==> config.mk <==
export PLATFORM = sky130hd
export DESIGN_NAME = pwm_servo_capture
export DESIGN_NICKNAME = d
export VERILOG_FILES = /design/src/rtl/servo_pkg.sv /design/src/rtl/pwm_pulse_meter.sv /design/src/rtl/pwm_servo_capture.sv
export SDC_FILE = /design/constraint.sdc
export NUM_CORES = 1
export LEC_CHECK = 0
export CORE_UTILIZATION = 30
export CTS_CLUSTER_DIAMETER = 120
export DETAILED_ROUTE_END_ITERATION = 12
export PLACE_DENSITY_LB_ADDON = 0.12
export REMOVE_ABC_BUFFERS = 1
export SYNTH_ARGS = -nofsm -noshare
export SYNTH_HDL_FRONTEND = slang
export SYNTH_SLANG_ARGS = --single-unit
==> constraint.sdc <==
create_clock -name clk -period 2.9 [get_ports clk]
set_input_delay 0.58 -clock clk [delete_from_list [all_inputs] [get_ports clk]]
set_output_delay 0.58 -clock clk [all_outputs]
set_load 0.05 [all_outputs]
==> src/rtl/servo_pkg.sv <==
// rtl/servo_pkg.sv - shared types, limits and cycle-conversion helpers for the servo capture block
package servo_pkg;

  typedef enum logic [1:0] {
    WAIT_LOW,
    WAIT_RISE,
    HIGH
  } chan_state_t;

  localparam int ANGLE_MAX     = 180;
  localparam int ACCEPT_MIN_US = 500;
  localparam int ACCEPT_MAX_US = 2500;
  localparam int CNT_W         = 21;

  function automatic int us_to_cycles(input int clk_hz, input int us);
    return int'((longint'(clk_hz) * longint'(us)) / 64'sd1000000);
  endfunction

  function automatic int ms_to_cycles(input int clk_hz, input int ms);
    return int'((longint'(clk_hz) * longint'(ms)) / 64'sd1000);
  endfunction

endpackage

==> src/rtl/pwm_pulse_meter.sv <==
// rtl/pwm_pulse_meter.sv - one servo channel: sync, optional deglitch (SERVO_CAPTURE_FILTER_EN), width-to-angle, stale timer
module pwm_pulse_meter
  import servo_pkg::*;
#(
  parameter int CLK_HZ       = 50_000_000,
  parameter int MIN_PULSE_US = 1000,
  parameter int MAX_PULSE_US = 2000,
  parameter int TIMEOUT_MS   = 25
) (
  input  logic       clk,
  input  logic       rst,
  input  logic       servo,
  output logic [7:0] angle,
  output logic       valid,
  output logic       err,
  output logic       stale
);

  localparam int MINC_I = us_to_cycles(CLK_HZ, MIN_PULSE_US);
  localparam int MAXC_I = us_to_cycles(CLK_HZ, MAX_PULSE_US);
  localparam int TPD_I  = (MAXC_I - MINC_I) / ANGLE_MAX;

  localparam logic [CNT_W-1:0] MINC     = CNT_W'(MINC_I);
  localparam logic [CNT_W-1:0] TPD_LAST = CNT_W'(TPD_I - 1);
  localparam logic [CNT_W-1:0] ACC_MIN  = CNT_W'(us_to_cycles(CLK_HZ, ACCEPT_MIN_US));
  localparam logic [CNT_W-1:0] ACC_MAX  = CNT_W'(us_to_cycles(CLK_HZ, ACCEPT_MAX_US));
  localparam logic [CNT_W-1:0] TOC      = CNT_W'(ms_to_cycles(CLK_HZ, TIMEOUT_MS));

  logic       s1, s2, level;
  logic [2:0] fill;
  logic       primed;

`ifdef SERVO_CAPTURE_FILTER_EN
  localparam logic [2:0] PRIME = 3'd5;
  logic [2:0] hist;
  logic       filt_q;

  always_comb begin
    level = filt_q;
    if (hist == {3{s2}}) level = s2;
  end

  always_ff @(posedge clk) begin
    if (rst) begin
      hist   <= '0;
      filt_q <= 1'b0;
    end else begin
      hist   <= {hist[1:0], s2};
      filt_q <= level;
    end
  end
`else
  localparam logic [2:0] PRIME = 3'd2;
  assign level = s2;
`endif

  // Reset-cleared pipeline stages are not real samples; the FSM ignores them.
  assign primed = (fill == PRIME);

  always_ff @(posedge clk) begin
    if (rst) begin
      s1   <= 1'b0;
      s2   <= 1'b0;
      fill <= '0;
    end else begin
      s1 <= servo;
      s2 <= s1;
      if (!primed) fill <= fill + 3'd1;
    end
  end

  chan_state_t      state, state_n;
  logic [CNT_W-1:0] width, width_n, sub, sub_n, stale_cnt, stale_cnt_n;
  logic [7:0]       deg, deg_n;
  logic             pend_ok, pend_ok_n, pend_bad, pend_bad_n, long_err;

  always_comb begin
    state_n    = state;
    width_n    = width;
    sub_n      = sub;
    deg_n      = deg;
    pend_ok_n  = 1'b0;
    pend_bad_n = 1'b0;
    long_err   = 1'b0;
    case (state)
      WAIT_LOW:  if (primed && !level) state_n = WAIT_RISE;
      WAIT_RISE: begin
        // The rising sample is itself the first high sample.
        if (level) begin
          state_n = HIGH;
          width_n = CNT_W'(1);
          sub_n   = '0;
          deg_n   = '0;
        end
      end
      HIGH: begin
        if (level) begin
          if (width == ACC_MAX) begin
            long_err = 1'b1;
            state_n  = WAIT_LOW;
          end else begin
            width_n = width + CNT_W'(1);
            if (width >= MINC) begin
              if (sub == TPD_LAST) begin
                sub_n = '0;
                if (deg != 8'(ANGLE_MAX)) deg_n = deg + 8'd1;
              end else begin
                sub_n = sub + CNT_W'(1);
              end
            end
          end
        end else begin
          state_n = WAIT_RISE;
          if (width >= ACC_MIN) pend_ok_n = 1'b1;
          else                  pend_bad_n = 1'b1;
        end
      end
      default: state_n = WAIT_LOW;
    endcase
  end

  assign stale_cnt_n = (stale_cnt == TOC) ? TOC : stale_cnt + CNT_W'(1);

  always_ff @(posedge clk) begin
    if (rst) begin
      state     <= WAIT_LOW;
      width     <= '0;
      sub       <= '0;
      deg       <= '0;
      pend_ok   <= 1'b0;
      pend_bad  <= 1'b0;
      angle     <= '0;
      valid     <= 1'b0;
      err       <= 1'b0;
      stale     <= 1'b1;
      stale_cnt <= '0;
    end else begin
      state    <= state_n;
      width    <= width_n;
      sub      <= sub_n;
      deg      <= deg_n;
      pend_ok  <= pend_ok_n;
      pend_bad <= pend_bad_n;
      valid    <= pend_ok;
      err      <= pend_bad | long_err;
      if (pend_ok) begin
        angle     <= deg;
        stale_cnt <= '0;
        stale     <= 1'b0;
      end else begin
        stale_cnt <= stale_cnt_n;
        stale     <= stale | (stale_cnt_n == TOC);
      end
    end
  end

endmodule

==> src/rtl/pwm_servo_capture.sv <==
// rtl/pwm_servo_capture.sv - four-channel servo PWM angle capture; deglitch via SERVO_CAPTURE_FILTER_EN
module pwm_servo_capture
  import servo_pkg::*;
#(
  parameter int CLK_HZ       = 50_000_000,
  parameter int MIN_PULSE_US = 1000,
  parameter int MAX_PULSE_US = 2000,
  parameter int TIMEOUT_MS   = 25
) (
  input  logic       clk,
  input  logic       rst,
  input  logic       servo1,
  input  logic       servo2,
  input  logic       servo3,
  input  logic       servo4,
  output logic [7:0] angle1,
  output logic [7:0] angle2,
  output logic [7:0] angle3,
  output logic [7:0] angle4,
  output logic [3:0] valid,
  output logic [3:0] err,
  output logic [3:0] stale
);

  logic [3:0] servo_v;
  logic [7:0] ang [4];

  assign servo_v = {servo4, servo3, servo2, servo1};

  for (genvar i = 0; i < 4; i++) begin : g_ch
    pwm_pulse_meter #(
      .CLK_HZ      (CLK_HZ),
      .MIN_PULSE_US(MIN_PULSE_US),
      .MAX_PULSE_US(MAX_PULSE_US),
      .TIMEOUT_MS  (TIMEOUT_MS)
    ) u_meter (
      .clk  (clk),
      .rst  (rst),
      .servo(servo_v[i]),
      .angle(ang[i]),
      .valid(valid[i]),
      .err  (err[i]),
      .stale(stale[i])
    );
  end

  assign angle1 = ang[0];
  assign angle2 = ang[1];
  assign angle3 = ang[2];
  assign angle4 = ang[3];

endmodule

Word-level counts from Yosys, hierarchy flattened

Cells that the tools add are included.
W data, S select, Z words.

Memories: 0
Flip-flop bits (word level): 364
Bits in latches: 0
Bits in writable memories: 0
Input bits: 6
Output and inout port bits: 44
Word-level logic and storage cells: 316
Bits in read-only memories: 0

Bitwise gates (word level): 12
Muxes and demuxes: 116
$lt $le $gt $ge: 8
Equality and inequality tests: 64
Reduce and logical (&&, ||, !) cells: 40
Add/subtract/negate cells: 20
Divide/modulo/power cells: 0
Shifts and indexed selects: 0
Multiply operators: 0

Operators by type and width:

| operator                | count |
|---|---|
| $mux W21                | 36 |
| $pmux W21 S2            | 8 |
| $add A21 B1 Y21 const B | 12 |
| $mux W8                 | 24 |
| $eq A21 B21 Y1 const B  | 8 |
| $eq A21 B17 Y1 const B  | 4 |
| $eq A21 B9 Y1 const B   | 4 |
| $ge A21 B15 Y1 const B  | 4 |
| $ge A21 B16 Y1 const B  | 4 |
| $pmux W8 S2             | 4 |
| $ne A2 B1 Y1 const B    | 24 |
| $add A8 B1 Y8 const B   | 4 |
| $mux W2                 | 16 |
| $ne A8 B8 Y1 const B    | 4 |
| $reduce_and A7 Y1       | 4 |
| $mux W1                 | 24 |
| $pmux W2 S3             | 4 |
| $reduce_and A5 Y1       | 4 |
| $reduce_and A4 Y1       | 4 |
| $add A3 B1 Y3 const B   | 4 |
| $eq A3 B2 Y1 const B    | 4 |
| $ne A3 B3 Y1 const B    | 4 |
| $reduce_and A3 Y1       | 4 |
| $reduce_or A3 Y1        | 4 |
| other kinds (10)        | 44 |

Depth between registers and ports, before layout

Gate-level depths: netlist of the first run.

Word-level depth: 7
Depth in mapped cells: 11
Mapped depth without buffers: 8

By module

From an unflattened synthesis of the first run, not the netlist that was laid out.

Cell total of the unflattened synthesis: 2283
Area total of the unflattened synthesis: 18994.5 um^2

By module, submodules not included:

| module                                | times used | area each (um^2) | sequential area each (um^2) | cells an instance |
|---|---|---|---|---|
| pwm_pulse_meter (g_ch[0].u_meter ...) | 3          | 4812.1           | 1821.7                      | 579 |
| pwm_pulse_meter (g_ch[3].u_meter)     | 1          | 4558.1           | 1821.7                      | 546 |

Least setup slack after synthesis of the first run

OpenSTA, ideal clock, no wires.

Kind: reg2reg
Start: register g_ch[1].u_meter.state[0]
End: register g_ch[1].u_meter.sub[18]
Stages on the path, launching flop included: 11
Arrival: 2.355 ns
Setup time: 0.070 ns
Clock period less this slack: 2.426 ns
Slack: 0.474 ns
Data required time: 2.830 ns
Buffers on the path: 2
Path through: dfxtp_1 > inv_1 > ha_1 > clkbuf_1 > nor2_1 > o21a_1 > o31ai_2 > or4_4 > buf_2 > or3_1 > a21oi_1

Cells in the longest elaborated chain, start to end: 3
Elaborated cells between the ends (all ways): 9
Classes of those cells: eq/ne (6); mux (1); reduce/logical (2)

Ends and longest elaborated chain:

| element                                             | RTL line               | RTL |
|---|---|---|
| from (decl)                                         | pwm_pulse_meter.sv:72  | `chan_state_t state, state_n;` |
| from (signal assigned)                              | pwm_pulse_meter.sv:138 | `state <= state_n;` |
| $eq A2 B2 Y1 / $eq A2 B1 Y1 (equally long branches) | pwm_pulse_meter.sv:85  | `case (state)` |
| $ne A2 B1 Y1 (no line) (tied with other cells)      | --                     |  |
| $reduce_and A5 Y1 (no line)                         | --                     |  |
| to (signal assigned)                                | pwm_pulse_meter.sv:140 | `sub <= sub_n;` |
| to (decl)                                           | pwm_pulse_meter.sv:73  | `logic [CNT_W-1:0] width, width_n, sub, sub_n, stale_cnt, stale_cnt_n;` |

Parallel ways exist; a longest one is shown, timed or not.
A chain may end at the register's enable or synchronous reset.

Final worst setup path of the first run

Start: register g_ch[0].u_meter.width[17]
End: register g_ch[0].u_meter.sub[0]

Cells in the longest elaborated chain, start to end: 3
Elaborated cells between the ends (all ways): 5
Classes of those cells: order compare (1); eq/ne (3); reduce/logical (1)

Ends and longest elaborated chain:

| element                                                       | RTL line                                      | RTL |
|---|---|---|
| from (decl)                                                   | pwm_pulse_meter.sv:73                         |  |
| from (signal assigned)                                        | pwm_pulse_meter.sv:139                        | `width <= width_n;` |
| $ge A21 B16 Y1 / $eq A21 B17 Y1 (equally long branches)       | pwm_pulse_meter.sv:103, pwm_pulse_meter.sv:98 |  |
| $ne A2 B1 Y1 (no line) / $ne A2 B2 Y1 (equally long branches) | --                                            |  |
| $reduce_and A5 Y1 (no line) (*)                               | --                                            |  |
| to (signal assigned)                                          | pwm_pulse_meter.sv:140                        |  |
| to (decl)                                                     | pwm_pulse_meter.sv:73                         |  |

Every way passes the cells marked *; elsewhere a longest branch is shown, timed or not.

==> impl_summary.txt, run 1 <==
----------------------------------------------------
[Status]
  Outcome ... finished, violations left
  Failing checks ... DRC

[Global route]
  Largest net degree at the start of global routing ... 34
  Wire length of the first global-routing pass ... 76,700 um
  Number of antenna violations at the first check in global routing ... 0
  Via count of the first global-routing pass ... ~15,000
  Sum of overflow across all layers after global routing ... 0
  Tot GR Track Use ... 14.5%

[Clocking]
  Sinks on the clock net ... 364
  Root Buffer ... sky130_fd_sc_hd__clkbuf_16
  Post-CTS setup repair buffer count ... 0
  Buffer levels on the longest clock path ... 3
  Worst-Skew Late Latency ... a little under 0.6 ns
  TritonCTS Buffers ... 45
  H-tree level count ... 2
  Worst-path clk slew ... approximately 0.06 ns
  Clock tree from TritonCTS ... built

[Route]
  Number of remaining DRC errors ... 2
  Via count ... 15,700
  DR pass1 iterations ... 9
  Drt first-iter violations ... 767
  Wire length per cell ... 14.6 um
  Detail-routed via count per cell ... 4.99
  Remaining antenna violation count ... 0
  Total wire length after detailed routing ... 45,700 um

[Floorplan]
  CORE AREA ... 0.0616 sq mm
  Number of rows created at floorplan ... about 90
  Overall die area ... 0.0633 sq mm
  Horiz. Die Dim ... 252 um
  Die extent in y ... ~250 um
  Effective utilization at floorplan ... 30.3%
  Top-level I/O count ... 50

[Power and ir drop]
  Power share of the clock group ... 42.7%
  Proportion of power drawn by combinational gates ... 16.8%
  Switching share of power ... 29.4%
  Net Switching ... ~3.9 mW
  Leakage dissipation ... 7.03 nW
  Pwr Density ... 617 mW/mm^2
  Maximum vdd drop ... 0.377 mV
  Total power draw ... between 10 and 15 mW
  Reg power frac ... 40.5%
  Internal power consumption ... 9.42 mW

[Cells and area]
  ANT cells ... 0
  Layout Nets ... 2,333
  Ratio of cells with drive above 1 in the final layout ... about 7.5%
  Growth of design area from synthesis to finish ... 15.7%
  Total of fill cells in the finished design ... 6,382

[Worst setup path]
  Critical path's largest stage delay ... 0.68 ns
  Critical path required time ... 3.39 ns
  Largest fanout of any net on the critical path ... 21
  Slack of the worst reg-to-reg path ... 0.31 ns
  Critical path cell sequence ... or4_1 > o31ai_4 > a2bb2oi_1 > or2_2 > a21oi_1
  Worst reg-to-reg path cell count ... 5
  Capture point of the worst reg-to-reg path ... g_ch[0].u_meter.sub[0]
  Critical-path top delay cell ... sky130_fd_sc_hd__o31ai_4
  FF-to-FF Start ... g_ch[0].u_meter.width[17]
  CP Launch Point ... g_ch[0].u_meter.width[17]
  Endpoint type of the worst setup path ... flip-flop
  Startpoint type of the worst setup path ... flip-flop
  Classification of the worst setup path ... reg2reg
  Crit path to ... g_ch[0].u_meter.sub[0]
  Data arrival at the endpoint of the critical path ... roughly 3 ns

[Synth]
  Ys Warns ... 0
  Async set-reset flop share out of synthesis ... 0%
  Dominant register cell in the synthesized netlist ... sky130_fd_sc_hd__dfxtp_1
  Distinct cells, synth ... 89
  Post-synth EDFFs ... 0
  Cell types with the largest area share after synthesis ... sky130_fd_sc_hd__dfxtp_1, sky130_fd_sc_hd__nor2_1, sky130_fd_sc_hd__xnor2_1
  Post-synth design cell area ... around 0.019 sq mm
  Commonest cells in the synthesized netlist ... sky130_fd_sc_hd__dfxtp_1, sky130_fd_sc_hd__nor2_1, sky130_fd_sc_hd__nand2_1
  Number of synthesized register bits ... about 360
  Cell with the most instances after synthesis ... sky130_fd_sc_hd__dfxtp_1
  Register area share after synthesis ... 39.0%
  Synth top area share ... 39.0%
  Most area-hungry cell type in the Yosys netlist ... sky130_fd_sc_hd__dfxtp_1
  Post-synthesis instance total ... 2,234
  Average cell area after synthesis ... between 8 and 9 sq um

[STA]
  Final-report setup violation count ... 0
  Sum Neg Setup Slack ... 0 ns
  Maximum clock frequency ... 0.386 GHz
  Unrepaired setup endpoints after global routing ... no
  Min cycle time layout ... 2.59 ns
  Final hold violations ... 0
  Normalized max-slew margin ... 48.2%
  Clock tree skew after final layout ... 0.0219 ns
  Tcrit/Tclk final ... 89.4%
  Transition time at the pin with the least slew margin ... 0.776 ns
  Fin. max-slew vios ... 0

[Place]
  Number of buffer cells added on primary ports ... 49
  DP Wirelength ... roughly 32,000 um
  Routability cong. ... ~0.81

[Run]
  Reported max-cap violation count ... 0

[Worst hold path]
  Worst hold path type ... in2reg

----------------------------------------------------
## placed cells by master (no fill, tap or decap), drive strengths merged, types with 15 or more instances in the layout
master         instances
dfxtp                364
nor2                 318
nand2                134
nand3                125
xnor2                117
inv                  104
a21oi                103
o21ai                 79
nand4                 78
xor2                  76
clkbuf                68
ha                    60
nor3                  58
nor4                  55
or3                   49
buf                   49
clkdlybuf4s50         48
mux2i                 43
and3                  38
or4                   34
o31ai                 30
nor4b                 24
and4                  24
nor2b                 20
a31oi                 16
and2                  15
## cell families after synthesis
| family | synth area share (%) |
|---|---|
| muxes | 2.36 |
| xor gates and xnor gates | 9.05 |
| and+or+nand+nor | 29.0 |
| buffers and inverters | 4.76 |
| adders and majority gates | 4.02 |
| DFF | 39.0 |
| AOI/OAI and AO/OA | 11.8 |
## per-layer routing
layer,GRT usage [%],share of wire [%],wire length (um)
met5,0,0,0
met4,5.51,3.0,1360
met3,2.58,3.9,1780
met2,23.4,45,20500
met1,19.2,48,22100
## worst min path at each step
stage | to | depth (start not counted) | from | slack, ns
after CTS | g_ch[3].u_meter.angle[3] | 2 | rst | 0.25
after detailed placement | g_ch[3].u_meter.level | 1 | g_ch[3].u_meter.s1 | 0.44
final | g_ch[3].u_meter.angle[3] | 2 | rst | 0.28
after global placement | g_ch[0].u_meter.level | 1 | g_ch[0].u_meter.s1 | 0.43
after floorplan | g_ch[3].u_meter.err | 2 | g_ch[3].u_meter.pend_bad | 0.40
after global routing | g_ch[3].u_meter.angle[3] | 2 | rst | 0.27
## repair_timing
action                                 in CTS  in global routing
setup endpoints to repair                   0                 16
resized for setup                           0                  1
hold buffers                                0                  0
endpoints found under the hold margin       0                  0
## flip-flops by register name, indices dropped and copies added, names as in the netlist
name	cells
g_ch.u_meter.valid	4
g_ch.u_meter.angle	32
g_ch.u_meter.stale	4
g_ch.u_meter.level	4
g_ch.u_meter.stale_cnt	84
g_ch.u_meter.err	4
g_ch.u_meter.s1	4
g_ch.u_meter.sub	84
g_ch.u_meter.deg	32
g_ch.u_meter.pend_bad	4
g_ch.u_meter.width	84
g_ch.u_meter.state	8
g_ch.u_meter.pend_ok	4
g_ch.u_meter.fill	12
## metrics by stage
stage | hold slack (ns) | setup slack (ns) | instances | util [%] | area [sq um]
3_5_place_dp | 0.437 | 0.169 | 3057 | 32.6 | 20100
5_1_grt | 0.269 | 0.0521 | 3139 | 35.1 | 21600
4_1_cts | 0.250 | 0.166 | 3139 | 35.1 | 21600
6_report | 0.282 | 0.308 | 3139 | 35.1 | 21600
2_1_floorplan | 0.405 | 0.147 | 2123 | - | 18200
3_3_place_gp | 0.434 | 0.205 | 3057 | 32.6 | 20100
## power groups by stage
stage	Combinational [mW]	Sequential, mW	Clock [mW]
CTS	2.27	5.40	5.96
global route	2.54	5.43	6.13
finish	2.24	5.40	5.70
global placement	2.22	5.50	0
detailed placement	2.27	5.51	0
floorplan	1.49	5.47	0
## worst max-delay path, delay by kind of cell, from the launching register on
kind / cells / cell delay, ns
DFF: 1 / 0.34
and+or+nand+nor: 2 / 1.15
AOI/OAI and AO/OA: 3 / 1.02
## cell type report
| class | count | area, sq um | area share (%) |
|---|---|---|---|
| Multi-Input combinational cell | 1656 | 10500 | 48.7 |
| Sequential cell | 364 | 7290 | 33.7 |
| Clock buffer | 68 | 1380 | 6.36 |
| Tap cell | 837 | 1050 | 4.85 |
| Timing Repair Buffer | 97 | 873 | 4.04 |
| Inverter | 103 | 387 | 1.79 |
| Clock inverter | 14 | 129 | 0.596 |
(Power assumes the default switching activity.)
==> run 2: changes to the inputs <==
- CORE_UTILIZATION: 30 -> 59
- RECOVER_POWER: not set -> 50
==> impl_summary.txt, run 2 (synthesis results as in run 1) <==
----------------------------------------------------
[Status]
  Outcome ... finished, violations left
  Failing checks ... DRC

[Power and ir drop]
  Power share of the clock group ... 40.5% (-2.2 points)
  Pwr Density ... 616 mW/mm^2 (-0.14%)
  Maximum vdd drop ... 0.486 mV (+29%)
  Switching share of power ... 28.7% (-0.66 points)
  Leakage dissipation ... 6.93 nW (-1.5%)
  Reg power frac ... 42.1% (+1.6 points)
  Net Switching ... 3.68 mW (-6.0%)
  Proportion of power drawn by combinational gates ... 17.4% (+0.6 points)
  Internal power consumption ... 9.14 mW (-3.0%)

[Cells and area]
  Layout Nets ... 2,321 (-0.51%)
  Total of fill cells in the finished design ... 2,528 (-60%)
  Most common cell after layout, fill and taps aside ... sky130_fd_sc_hd__dfxtp_1
  Most frequent cells in the layout ... sky130_fd_sc_hd__dfxtp_1, sky130_fd_sc_hd__nor2_1, sky130_fd_sc_hd__nand2_1
  Area of all placed cells without fillers ... 0.0208 sq mm (-3.8%)
  Growth of design area from synthesis to finish ... 11.4%
  ANT cells ... 0 (unchanged)
  Sequential cell area ... 0.00729 sq mm (unchanged)
  Area occupied by multi-input gates ... 0.0105 sq mm (-0.13%)
  Regs by FF count ... g_ch.u_meter.stale_cnt (84), g_ch.u_meter.sub (84), g_ch.u_meter.width (84)
  Ratio of cells with drive above 1 in the final layout ... 6.30% (-1.2 points)

[STA]
  Transition time at the pin with the least slew margin ... 1.15 ns (+0.371 ns)
  Unrepaired setup endpoints after global routing ... no
  Tcrit/Tclk final ... 92.0% (+2.6 points)
  Clock tree skew after final layout ... 0.0126 ns (-0.00928 ns)
  Sum Neg Setup Slack ... 0 ns (unchanged)
  Min cycle time layout ... 2.67 ns (+0.0761 ns)
  Final-report setup violation count ... 0 (unchanged)
  Normalized max-slew margin ... 23.0% (-25 points)
  Maximum clock frequency ... 0.375 GHz (-2.9%)
  Final hold violations ... 0 (unchanged)
  Fin. max-slew vios ... 0 (unchanged)

[Route]
  Drt first-iter violations ... 1,125 (+47%)
  Wire length per cell ... 15.4 um (+5.6%)
  Via count ... 15,900 (+1.7%)
  Remaining antenna violation count ... 0 (unchanged)
  DR pass1 iterations ... 12 (+3)
  Total wire length after detailed routing ... 41,200 um (-9.8%)
  Number of remaining DRC errors ... 7 (+5)
  Detail-routed via count per cell ... 5.94 (+19%)

[Global route]
  Tot GR Track Use ... 25.2% (+11 points)
  Via count of the first global-routing pass ... 14,900 (-0.98%)
  Number of antenna violations at the first check in global routing ... 0 (unchanged)
  Wire length of the first global-routing pass ... 70,200 um (-8.5%)
  Largest net degree at the start of global routing ... 51 (+50%)
  Sum of overflow across all layers after global routing ... 0 (unchanged)

[Floorplan]
  Overall die area ... 0.0324 sq mm (-49%)
  Top-level I/O count ... 50 (unchanged)
  Die extent in y ... 180 um (-28%)
  Horiz. Die Dim ... 180 um (-28%)
  CORE AREA ... 0.0308 sq mm (-50%)
  Effective utilization at floorplan ... 60.6% (+30 points)
  Number of rows created at floorplan ... 64 (-30%)

[Clocking]
  H-tree level count ... 2 (unchanged)
  Root Buffer ... sky130_fd_sc_hd__clkbuf_16
  Sinks on the clock net ... 364 (unchanged)
  TritonCTS Buffers ... 41 (-8.9%)
  Worst-Skew Late Latency ... 0.53 ns (-0.05 ns)
  Worst-path clk slew ... 0.06 ns (about the same)
  Post-CTS sizing ... 0 (unchanged)
  Clock tree from TritonCTS ... built
  Buffer levels on the longest clock path ... 3 (unchanged)

[Worst setup path]
  Family of cells with the greatest summed delay on the critical path ... buffers and inverters
  Endpoint type of the worst setup path ... flip-flop
  Startpoint type of the worst setup path ... input port
  Cell seen most often among critical-path stages ... sky130_fd_sc_hd__clkbuf_1
  Critical path required time ... 3.29 ns (-0.10 ns)
  Data arrival at the endpoint of the critical path ... 3.05 ns (-0.03 ns)
  Classification of the worst setup path ... in2reg
  Critical path's largest stage delay ... 0.77 ns (+0.09 ns)
  Critical-path top delay cell ... sky130_fd_sc_hd__clkbuf_1
  Critical path cell sequence ... clkbuf_1 > inv_2 > nand2_1 > clkbuf_1 > o21bai_1 > nor2_1
  Critical path buffers and inverters ... 3 (+3)
  Largest fanout of any net on the critical path ... 16 (-24%)

[Place]
  Routability cong. ... 0.910 (+12%)
  DP Wirelength ... 28,500 um (-11%)
  Post-detailed-placement cell area ... 0.0195 sq mm (-3.2%)
  Number of buffer cells added on primary ports ... 49 (unchanged)

[Worst hold path]
  Worst hold path type ... reg2reg

[Run]
  Reported max-cap violation count ... 0 (unchanged)

----------------------------------------------------
-- run 2: power groups by stage --
stage | registers [mW] | logic (mW) | clock network [mW]
2_1_floorplan | 5.47 | 1.49 | 0
3_5_place_dp | 5.50 | 2.17 | 0
4_1_cts | 5.40 | 2.20 | 5.30
5_1_grt | 5.43 | 2.50 | 5.54
6_report | 5.40 | 2.23 | 5.20
3_3_place_gp | 5.49 | 2.10 | 0
-- run 2: routing by layer --
| layer | GRT usage (%) | wire length [um] | vias up |
|---|---|---|---|
| met4 | 7.24 | 760 | 0 |
| met5 | 0 | 0 | - |
| met2 | 42.3 | 19300 | 321 |
| met3 | 2.88 | 1510 | 65 |
| li1 | - | - | 7996 |
| met1 | 34.0 | 19600 | 7533 |
-- run 2: layout make-up --
class	instances	share of cell area [%]
multi-input cells	1656	50.5
clock inverters	18	0.944
inverters	103	1.86
well taps	396	2.38
flip-flops and latches	364	35.0
clock buffers	55	5.57
repair buffers	89	3.74
-- run 2: worst reg2reg max path, stage by stage, from the launching register on --
cell and delay [ns]:
sky130_fd_sc_hd__dfxtp_1 0.40, sky130_fd_sc_hd__inv_1 0.09, sky130_fd_sc_hd__ha_1 0.31, sky130_fd_sc_hd__nor2_1 0.16, sky130_fd_sc_hd__o21a_1 0.19, sky130_fd_sc_hd__o31ai_2 0.08, sky130_fd_sc_hd__buf_4 0.20, sky130_fd_sc_hd__or4_4 0.63
sky130_fd_sc_hd__or3_1 0.38, sky130_fd_sc_hd__a21oi_1 0.14
-- run 2: path summary, 6_finish.rpt --
path	endpoint	startpoint	slack, ns	cells past startpoint
worst max-delay path	g_ch[1].u_meter.stale_cnt[18]	rst	0.23	6
worst min-delay path	g_ch[1].u_meter.err	g_ch[1].u_meter.pend_bad	0.47	2
worst max register to register	g_ch[1].u_meter.sub[10]	g_ch[1].u_meter.state[0]	0.27	9
worst min register to register	g_ch[1].u_meter.err	g_ch[1].u_meter.pend_bad	0.47	2
-- run 2: stage by stage --
| stage | setup slack, ns | utilization (%) | hold WS, ns | total power, mW | cells |
|---|---|---|---|---|---|
| finish | 0.232 | 67.5 | 0.468 | 12.8 | 2681 |
| global route | 0.0508 | 67.5 | 0.478 | 13.5 | 2681 |
| CTS | 0.165 | 67.5 | 0.394 | 12.9 | 2676 |
| detailed placement | 0.203 | 63.1 | 0.450 | 7.68 | 2603 |
| global placement | 0.300 | 63.1 | 0.429 | 7.58 | 2603 |
| floorplan | 0.147 | - | 0.405 | 6.95 | 2123 |
-- run 2: timing repair --
item | CTS | global route
setup buffers | 0 | 5
endpoints found under the setup margin | 0 | 8
hold buffers | 0 | 0
